--- config.mk ---
export PLATFORM = sky130hd
export DESIGN_NAME = nibble_serial_adder16
export DESIGN_NICKNAME = d
export VERILOG_FILES = /design/src/rtl/nibble_serial_adder16.sv
export SDC_FILE = /design/constraint.sdc
export NUM_CORES = 1
export LEC_CHECK = 0
export CORE_MARGIN = 4
export CORE_UTILIZATION = 38
export CTS_CLUSTER_SIZE = 16
export DETAILED_ROUTE_END_ITERATION = 8
export PLACE_DENSITY = 0.71
export SLEW_MARGIN = 20
export SYNTH_ARGS = -nofsm -noshare
export SYNTH_HDL_FRONTEND = slang
export SYNTH_SLANG_ARGS = --single-unit
--- constraint.sdc ---
create_clock -name clk -period 2.3 [get_ports clk]
set_input_delay 0.23 -clock clk [delete_from_list [all_inputs] [get_ports clk]]
set_output_delay 0.23 -clock clk [all_outputs]
set_load 0.01 [all_outputs]
--- src/rtl/nibble_serial_adder16.sv ---
// rtl/nibble_serial_adder16.sv - nibble-serial WIDTH-bit adder built around one 4-bit CLA slice
// Operands are latched, then one nibble per cycle passes through the shared slice, LSB first.

module adder_4bit (
  output logic [3:0] S,
  output logic       c_out,
  input  logic [3:0] A,
  input  logic [3:0] B,
  input  logic       c_in
);
  logic [3:0] g, p;
  logic [4:0] c;

  assign g = A & B;
  assign p = A ^ B;

  // Every carry is a flat function of g/p/c_in, so none of them ripples.
  assign c[0] = c_in;
  assign c[1] = g[0] | (p[0] & c_in);
  assign c[2] = g[1] | (p[1] & g[0]) | (p[1] & p[0] & c_in);
  assign c[3] = g[2] | (p[2] & g[1]) | (p[2] & p[1] & g[0]) | (p[2] & p[1] & p[0] & c_in);
  assign c[4] = g[3] | (p[3] & g[2]) | (p[3] & p[2] & g[1]) | (p[3] & p[2] & p[1] & g[0])
              | (p[3] & p[2] & p[1] & p[0] & c_in);

  assign S     = p ^ c[3:0];
  assign c_out = c[4];
endmodule

module nibble_serial_adder16 #(
  parameter int WIDTH = 16,
  parameter int NIB   = WIDTH / 4
) (
  input  logic             clk,
  input  logic             rst_n,
  input  logic             in_valid,
  output logic             in_ready,
  input  logic [WIDTH-1:0] a,
  input  logic [WIDTH-1:0] b,
  input  logic             c_in,
  output logic             out_valid,
  input  logic             out_ready,
  output logic [WIDTH-1:0] sum,
  output logic             c_out,
  output logic             overflow
);
  localparam int IDXW = (NIB > 1) ? $clog2(NIB) : 1;
  localparam logic [IDXW-1:0] LAST_IDX = IDXW'(NIB - 1);

  typedef enum logic [1:0] {IDLE, BUSY, DONE} state_t;

  state_t                state_q, state_d;
  logic [NIB-1:0][3:0]   a_q, a_d;
  logic [NIB-1:0][3:0]   b_q, b_d;
  logic [NIB-1:0][3:0]   sum_q, sum_d;
  logic                  carry_q, carry_d;
  logic [IDXW-1:0]       idx_q, idx_d;
  logic                  cout_q, cout_d;
  logic                  ovf_q, ovf_d;

  logic [3:0]            slice_s;
  logic                  slice_c;

  // Slice inputs come only from registers, so its output is defined in every state.
  adder_4bit u_slice (
    .S     (slice_s),
    .c_out (slice_c),
    .A     (a_q[idx_q]),
    .B     (b_q[idx_q]),
    .c_in  (carry_q)
  );

  always_ff @(posedge clk or negedge rst_n) begin
    if (!rst_n) begin
      state_q <= IDLE;
      a_q     <= '0;
      b_q     <= '0;
      sum_q   <= '0;
      carry_q <= 1'b0;
      idx_q   <= '0;
      cout_q  <= 1'b0;
      ovf_q   <= 1'b0;
    end else begin
      state_q <= state_d;
      a_q     <= a_d;
      b_q     <= b_d;
      sum_q   <= sum_d;
      carry_q <= carry_d;
      idx_q   <= idx_d;
      cout_q  <= cout_d;
      ovf_q   <= ovf_d;
    end
  end

  always_comb begin
    state_d = state_q;
    a_d     = a_q;
    b_d     = b_q;
    sum_d   = sum_q;
    carry_d = carry_q;
    idx_d   = idx_q;
    cout_d  = cout_q;
    ovf_d   = ovf_q;
    case (state_q)
      IDLE: begin
        if (in_valid) begin
          a_d     = a;
          b_d     = b;
          carry_d = c_in;
          idx_d   = '0;
          state_d = BUSY;
        end
      end
      BUSY: begin
        sum_d[idx_q] = slice_s;
        carry_d      = slice_c;
        if (idx_q == LAST_IDX) begin
          // The top nibble is being written now, so its MSB is the final sum MSB.
          cout_d  = slice_c;
          ovf_d   = (a_q[NIB-1][3] == b_q[NIB-1][3]) && (slice_s[3] != a_q[NIB-1][3]);
          idx_d   = '0;
          state_d = DONE;
        end else begin
          idx_d = idx_q + 1'b1;
        end
      end
      DONE: begin
        if (out_ready) state_d = IDLE;
      end
      default: state_d = IDLE;
    endcase
  end

  assign in_ready  = (state_q == IDLE);
  assign out_valid = (state_q == DONE);
  assign sum       = sum_q;
  assign c_out     = cout_q;
  assign overflow  = ovf_q;
endmodule

Word level (Yosys, flattened, before mapping)
Cells that the tools add are included.
{ "totals": {"ff_bits": 55, "in_bits": 37, "wordCells": 81} }
{ "classes": {"n_addsub": 1, "order_cmp": 2, "n_eq_ne": 8, "muxes": 16, "bitwise": 29, "reduce_logical": 8} }
{ "ops": {"columns": ["cell", "count"], "rows": [
  ["$and 1x1->1", 16],
  ["$bmux 4 s2", 2],
  ["$bwmux 16", 1],
  ["$mux 4", 3],
  ["$mux 2", 5],
  ["$or 1x1->1", 10],
  ["$demux 4 s2", 1],
  ["$xor 4x4->4", 2],
  ["$pmux 2 s3", 1],
  ["$reduce_and 2->1", 3],
  ["$and 4x4->4", 1],
  ["$eq 2x2->1 const B", 2],
  ["$ne 2x2->1 const B", 2],
  ["$pmux 2 s2", 1],
  ["$lt 2x3->1 const B", 1],
  ["$reduce_and 3->1", 1],
  ["$add 2x1->2 const B", 1],
  ["$eq 2x1->1 const B", 1],
  ["$ge 2x1->1 const B", 1],
  ["$logic_and 1x1->1", 2],
  ["$logic_not 2->1", 1],
  ["$ne 2x1->1 const B", 1],
  ["$pmux 1 s2", 1],
  ["$reduce_bool 2->1", 1],
  ["3 further kinds", 3]
]} }

Longest topological paths before layout
Gate-level depths: netlist (run 1).
{ "logic_depth": {"depth_word": 10, "mapped_depth": 7, "depth_no_buf": 6} }

Cells and area by module
A second synthesis (run 1) with hierarchy kept.
{ "unflattened": {"cells_unflattened": 233, "area_unflattened_um2": 2528.7} }
{ "by_module_without_submodules": {"columns": ["module", "instances", "cells_per_inst", "area_per_inst_um2", "seq_area_each_um2"], "rows": [
  ["nibble_serial_adder16", 1, 216, 2381.0, 1376.3],
  ["adder_4bit", 1, 17, 147.6, 0.0]
]} }

Worst setup path after synthesis (run 1)
No wires, ideal clock.
{ "synth_path": {"kind": "register to register", "startpoint": "reg idx_q[0]", "endpoint": "reg ovf_q, in the netlist overflow", "arrival_time_ps": 2056, "t_required_ps": 2168, "slack_ps": 112, "stages_incl_launch_ff": 8, "synth_period_minus_slack_ps": 2188, "path_cell_list": "dfrtp_1 -> buf_4 -> mux4_2 -> ha_1 -> a211oi_1 -> o21a_1 -> or2_4 -> o211ai_2"} }
{ "synth_between": {"elab_chain_cells": 10, "word_cells_on_any_way": 19, "classes_between": "eq/ne (2); mux (4); bitwise (11); reduce/logical (2)"} }
{ "synth_rtl": {"columns": ["element", "line_no", "rtl"], "rows": [
  ["from (decl)", "56", "logic [IDXW-1:0] idx_q, idx_d;"],
  ["from (signal assigned)", "88", "idx_q <= idx_d;"],
  ["$bmux 4 s2 (on tied branches)", "67, 68", null],
  ["$mux 4 (on tied branches)", "67, 68", null],
  ["$xor 4x4->4 / $and 4x4->4 (equally long branches)", "15, 14", null],
  ["$and 1x1->1", "21", "assign c[3] = g[2] | (p[2] & g[1]) | (p[2] & p[1] & g[0]) | (p[2] & p[1] & p[0] & c_in);"],
  ["$or 1x1->1 / $and 1x1->1 (equally long branches) (2 in series)", "21", null],
  ["$or 1x1->1", "21", null],
  ["$xor 4x4->4", "25", "assign S = p ^ c[3:0];"],
  ["$ne 1x1->1", "119", "ovf_d = (a_q[NIB-1][3] == b_q[NIB-1][3]) && (slice_s[3] != a_q[NIB-1][3]);"],
  ["$logic_and 1x1->1", "119", null],
  ["to (signal assigned)", "90", "ovf_q <= ovf_d;"],
  ["to (decl)", "58", "logic ovf_q, ovf_d;"]
]} }
Parallel ways exist; a longest one is shown, timed or not. The select of a mux whose other input is x is not followed.
A chain may end at the register's enable or synchronous reset.

Final worst setup path (run 1)
Ends and elaborated chain as after synthesis.

==> results of run 1 <==
[worst max-delay path, stage by stage, from the launching register on]
cell and delay [ns]:
dfrtp_1 0.39, buf_6 0.15, mux4_2 0.55, ha_4 0.31, a211oi_2 0.07, o21a_1 0.20
or2_4 0.26, o211ai_2 0.17
[placed cells by master (no fill, tap or decap), drive strengths merged]
master,netlist,routed
o211ai,1,1
and2b,1,1
clkdlybuf4s50,0,55
xor2,1,1
ha,8,8
mux4,8,8
a21oi,2,2
inv,8,8
buf,9,8
bufinv,0,1
o31ai,2,2
o21ai,19,19
mux2,4,4
nand2b,2,2
fa,1,1
nor2,6,6
a22oi,1,1
or3,1,1
o22ai,1,1
or2,1,1
clkbuf,0,5
dlygate4sd3,0,1
o21a,2,2
a211oi,1,1
nand2,117,117
nand3,1,1
nand3b,1,1
clkinvlp,0,1
dfrtp,55,55
nor3b,1,1
[registers in the layout (all words and copies together) (netlist names)]
register  cells
overflow      1
idx_q         2
c_out         1
state_q       2
carry_q       1
b_q          16
sum          16
a_q          16
[repair_timing]
action,4_1_cts,5_1_grt
hold buffers,1,0
hold endpoints to repair,24,0
endpoints found under the setup margin,0,9
resized for setup,0,9
[layout make-up]
type / instances / area, sq um
Inverter: 8 / 30.0
Clock inverter: 2 / 37.5
Fill cell: 593 / 3020
Multi-Input combinational cell: 182 / 1110
Tap cell: 77 / 96.3
Timing Repair Buffer: 64 / 638
Clock buffer: 5 / 68.8
Sequential cell: 55 / 1380
[kinds of logic after synthesis]
group,count (synthesis),synth area share
AND/OR/NAND/NOR,131,0.213
flip-flops,55,0.546
AO/OA/AOI/OAI,29,0.0670
buffers and inverters,17,0.0308
multiplexers,12,0.0923
adder cells (fa/ha/maj),9,0.0476
XOR/XNOR,1,0.00347
[where the power goes]
part | switching (W) | internal (W) | total [W]
registers | 0.000308 | 0.00143 | 0.00174
logic | 0.00145 | 0.00144 | 0.00289
clock network | 0.000304 | 0.000318 | 0.000622
[metal layers]
metal,up-vias,global-route usage,part of all wire
met2,44,0.216,0.45
li1,949,-,-
met3,9,0.0332,0.057
met1,874,0.194,0.47
met5,-,0,0
met4,0,0.0528,0.016
[per-stage QoR]
stage                      util  total power, W  worst slack [ns]
after global placement    0.500         0.00432             0.149
after floorplan               -         0.00348             0.112
after detailed placement  0.500         0.00443            0.0814
final                     0.526         0.00525             0.136
after CTS                 0.518         0.00506            0.0469
after global routing      0.526         0.00573            0.0360
[final timing paths]
| check | start | to | slack, ns |
|---|---|---|---|
| worst min-delay path | b[7] | b_q[7] | 0.44 |
| worst min register to register | a_q[6] | a_q[6] | 0.48 |
| min in group asynchronous | rst_n | sum[12] | 0.46 |
| max in group asynchronous | rst_n | b_q[12] | 1.27 |
| worst max-delay path | idx_q[0] | overflow | 0.14 |
| worst max register to register | idx_q[0] | overflow | 0.14 |
==> impl_results.md, run 1 <==
* Avg Synthesized Cell Area at 9.93 sq um
* Status: finished clean
* Period minus WS final at 2.16 ns
* Final ANT Viol Nets at 0
* Root buf cell: clkbuf_8
* Clk_lat worst skew at 0.31 ns
* Yosys reg bits at 55
* Hold_ws at 0.438 ns
* Initial Utilization at 0.395
* Synth async-reset ratio at 1.00
* CP Launch Type: flop
* First drt pass iteration count at 4
* Post-DR wirelength/cell at 13.2 microns
* DRC violations left at 0
* # rows at 29
* Pin slew with the least headroom to its limit at 0.598 ns
* Dpl hpwl at 3920 microns
* Initial antenna violation count at 0
* Mapped Nets at 300
* CTS buffer count at 5
* Sequential fraction of the synthesis area at 0.546
* Highest clock rate at 462 MHz
* WS Path Type: flop to flop
* Area Overhead vs Synth at 33.3%
* Placed cells at 385
* Vias in the first global route at 1865
* Global-route wire length before repair at 8630 microns
* Layout cell share with drive strength beyond 1 at 0.120
* Setup violators final at 0
* Die area at 8010 sq um
* Final Slew Violations at 0
* Placed Area at 3190 sq um
* CTS tree: yes
* CP max FO at 7
* Relative slew slack at 0.601
* Ant diodes at 0
* VDD IR-drop max at 0.760 mV
* Most common cell in the netlist: nand2_1
* CTS max path bufs at 2
* Number of flops mapped to enable cells by yosys at 0
* Synth cell count leaders: 114 x nand2_1, 55 x dfrtp_1, 17 x o21ai_0
* H-tree levels at 2
* DRT iter0 DRCs at 63
* RD Place Congestion at 0.779
* CTS clk-pin slew, worst paths at 0.09 ns
* Req. time, crit path at 2.54 ns
* Via count at 1876
* Worst path arrival time at 2.40 ns
* Worst Hold Class: input port to flop
* Post-route setup TNS at 0 ns
* PD cells at 1560 nW/um^2
* Dominant synthesized flop cell: dfrtp_1
* Worst reg-to-reg path cell count at 7
* WHS Path Cells at 3
* Global route overflow at 0
* TritonCTS Sinks at 55
* Crit share post-route at 0.941
* DRT Wirelength at 5200 microns
* CP Capture Type: flop
* Post-CTS setup repair buffer count at 0
* Largest net degree at the start of global routing at 34
* Max cap viols at 0
* P_leak at 1.58 nW
* Setup repair after global routing missed its margin: no
* Core Footprint at 6390 sq um
* Non-filler cells in the finished layout at 393
* Layout Nets at 362
* Top cell type's share of synthesized area at 0.546
* Die Ht at 89.5 microns
* Mapped Area at 2520 sq um
* Clk_skew at 0.00634 ns
* Synth Warn # at 0
* Die X at 89.5 microns
* Mapped Cells at 254
* Top cell type by total area after synthesis: dfrtp_1
* Post-route design area at 3360 sq um
* Dominant cells by area after synthesis: dfrtp_1 55%, nand2_1 17%, mux4_2 7.1%, ha_1 4.0%, o21ai_0 3.4%
* PortBufs at 56
* Final hold vios at 0
* Via-to-Cell Ratio at 4.77
* Gr usage total at 0.141
* Netlist cell types at 30
* I/O Pins at 57
Power figures use the tool's default switching activity.
==> run 2: changes to the inputs <==
--- a/config.mk
+++ b/config.mk
@@ -6,10 +6,10 @@
 export NUM_CORES = 1
 export LEC_CHECK = 0
 export CORE_MARGIN = 4
-export CORE_UTILIZATION = 38
+export CORE_UTILIZATION = 45
 export CTS_CLUSTER_SIZE = 16
 export DETAILED_ROUTE_END_ITERATION = 8
-export PLACE_DENSITY = 0.71
+export PLACE_DENSITY = 0.81
 export SLEW_MARGIN = 20
 export SYNTH_ARGS = -nofsm -noshare
 export SYNTH_HDL_FRONTEND = slang
==> impl_results.md, run 2 (same netlist as run 1, synthesis figures left out) <==
* Reg power frac at 0.333 (+0.002)
* RD Place Congestion at 0.947 (+22%)
* Pin slew with the least headroom to its limit at 0.613 ns (+0.0150 ns)
* Ant diodes at 0 (unchanged)
* CP Launch Type: flop
* Fin util at 0.636 (+0.110)
* Via-to-Cell Ratio at 5.06 (+6.0%)
* I/O Pins at 57 (unchanged)
* Placed cells at 379 (-1.6%)
* Post-route design area at 3350 sq um (-0.26%)
* CTS tree: yes
* Non-filler cells in the finished layout at 388 (-1.3%)
* Post-DR wirelength/cell at 14.0 microns (+5.6%)
* DRC violations left at 0 (unchanged)
* Met1 wire length at 2380 microns (-3.2%)
* Combinational Power Share at 0.563 (+0.013)
* Initial Utilization at 0.479 (+0.0836)
* First drt pass iteration count at 8 (+4)
* # rows at 26 (-10%)
* Final worst setup slack at 0.0927 ns (-0.0432 ns)
* Worst Hold Class: input port to flop
* Highest clock rate at 453 MHz (-2.0%)
* DRT iter0 DRCs at 179 (+180%)
* Vias in the first global route at 1939 (+4.0%)
* Layout Nets at 363 (+0.28%)
* Clk_skew at 0.0121 ns (+0.00575 ns)
* Area Overhead vs Synth at 32.9%
* Placed Area at 3200 sq um (+0.35%)
* Final ANT Viol Nets at 0 (unchanged)
* WS Path Type: flop to flop
* PortBufs at 56 (unchanged)
* Die area at 6870 sq um (-14%)
* Int Pwr at 0.00312 W (-2.1%)
* Largest net degree at the start of global routing at 34 (unchanged)
* CP Capture Type: flop
* Initial antenna violation count at 0 (unchanged)
* Clock share of power at 0.104 (-0.014)
* H-tree levels at 2 (unchanged)
* Final Slew Violations at 0 (unchanged)
* Layout cell share with drive strength beyond 1 at 0.126 (+0.00553)
* Most used cells in the layout excluding fill and tap cells: 114 x nand2_1, 55 x dfrtp_1, 55 x clkdlybuf4s50_1
* Leading cell type in the layout, fill and taps excluded: nand2_1
* Dpl hpwl at 3980 microns (+1.4%)
* P_sw at 0.00212 W (+2.5%)
* Period minus WS final at 2.21 ns (+0.0432 ns)
* Relative slew slack at 0.591 (-0.00999)
* DRT Wirelength at 5420 microns (+4.3%)
* CTS max path bufs at 2 (unchanged)
* Status: finished clean
* Core Footprint at 5270 sq um (-17%)
* Worst path arrival time at 2.44 ns (+0.04 ns)
* Die X at 82.9 microns (-7.4%)
* Max cap viols at 0 (unchanged)
* Via count at 1963 (+4.6%)
* Gr usage total at 0.159 (+0.0180)
* Root buf cell: clkbuf_8
* CP max FO at 6 (-1)
* Global-route wire length before repair at 9070 microns (+5.1%)
* Final hold vios at 0 (unchanged)
* PD cells at 1560 nW/um^2 (about the same)
* Met3 WL post-DR at 296 microns (+0.34%)
* Req. time, crit path at 2.54 ns (about the same)
* Switching share of power at 0.404 (+0.0111)
* Crit share post-route at 0.960 (+0.0188)
* TritonCTS Sinks at 55 (unchanged)
* CTS buffer count at 5 (unchanged)
* VDD IR-drop max at 0.799 mV (+5.1%)
* Top Layer Used: met4
* Setup violators final at 0 (unchanged)
* CTS clk-pin slew, worst paths at 0.11 ns (+0.02 ns)
* DP Worst Slack at 0.0339 ns (-0.0475 ns)
* Global route overflow at 0 (unchanged)
* P_leak at 1.58 nW (about the same)
* Clk_lat worst skew at 0.31 ns (about the same)
* Met2 Routed Length at 2670 microns (+13%)
* Die Ht at 82.9 microns (-7.4%)
==> run 2: cell count changes in the layout (fill, tap and decap cells not counted) <==
cell and delta:
o21ai_0 +1, clkinv_4 +2, buf_4 +2, o21ai_1 -1
bufinv_16 -1, buf_6 -2, buf_12 +1
==> run 2: cell type report <==
type                            count  area [sq um]
Multi-Input combinational cell    182          1110
Clock inverter                      3          25.0
Sequential cell                    55          1380
Clock buffer                        5          68.8
Inverter                            8          30.0
Fill cell                         434          1920
Timing Repair Buffer               65           651
Tap cell                           70          87.6
==> run 2: layer usage <==
metal | GRT usage | vias to the layer above
li1 | - | 947
met1 | 0.213 | 952
met2 | 0.257 | 58
met3 | 0.0416 | 6
met4 | 0.0401 | 0
met5 | 0 | -
==> run 2: through the flow <==
step | power, W | TNS, ns | hold WS [ns]
global route | 0.00568 | -0.0499 | 0.429
floorplan | 0.00348 | 0 | -0.0656
CTS | 0.00501 | 0 | 0.433
global placement | 0.00434 | 0 | 0.261
finish | 0.00524 | 0 | 0.430
detailed placement | 0.00445 | 0 | 0.277
==> run 2: worst max-delay path: stages, from the launching register on <==
cell     delay [ns]
dfrtp_1        0.40
buf_12         0.14
mux4_2         0.55
ha_4           0.28
a21oi_2        0.17
o22ai_1        0.13
or2_4          0.29
o21ai_0        0.18
==> run 2: path summary, 6_finish.rpt <==
| path | startpoint | end | slack, ns | cells after the start |
|---|---|---|---|---|
| worst max-delay path | idx_q[0] | sum[11] | 0.09 | 7 |
| worst min-delay path | a[0] | a_q[0] | 0.43 | 3 |
| worst max register to register | idx_q[0] | sum[11] | 0.09 | 7 |
| worst min register to register | a_q[1] | a_q[1] | 0.48 | 2 |
| max in group asynchronous | rst_n | sum[5] | 1.19 | 3 |
| min in group asynchronous | rst_n | sum[1] | 0.45 | 2 |
==> run 2: timing repair <==
item	4_1_cts	5_1_grt
endpoints found under the hold margin	25	0
endpoints found under the setup margin	0	9
setup buffers	0	0
hold buffers	1	0
resized for setup	0	6
==> run 2: power by group through the flow <==
stage | logic [W] | registers [W] | clock network, W
floorplan | 0.00175 | 0.00173 | 0
global placement | 0.00259 | 0.00175 | 0
detailed placement | 0.00269 | 0.00176 | 0
CTS | 0.00271 | 0.00174 | 0.000560
global route | 0.00329 | 0.00180 | 0.000597
finish | 0.00295 | 0.00174 | 0.000545
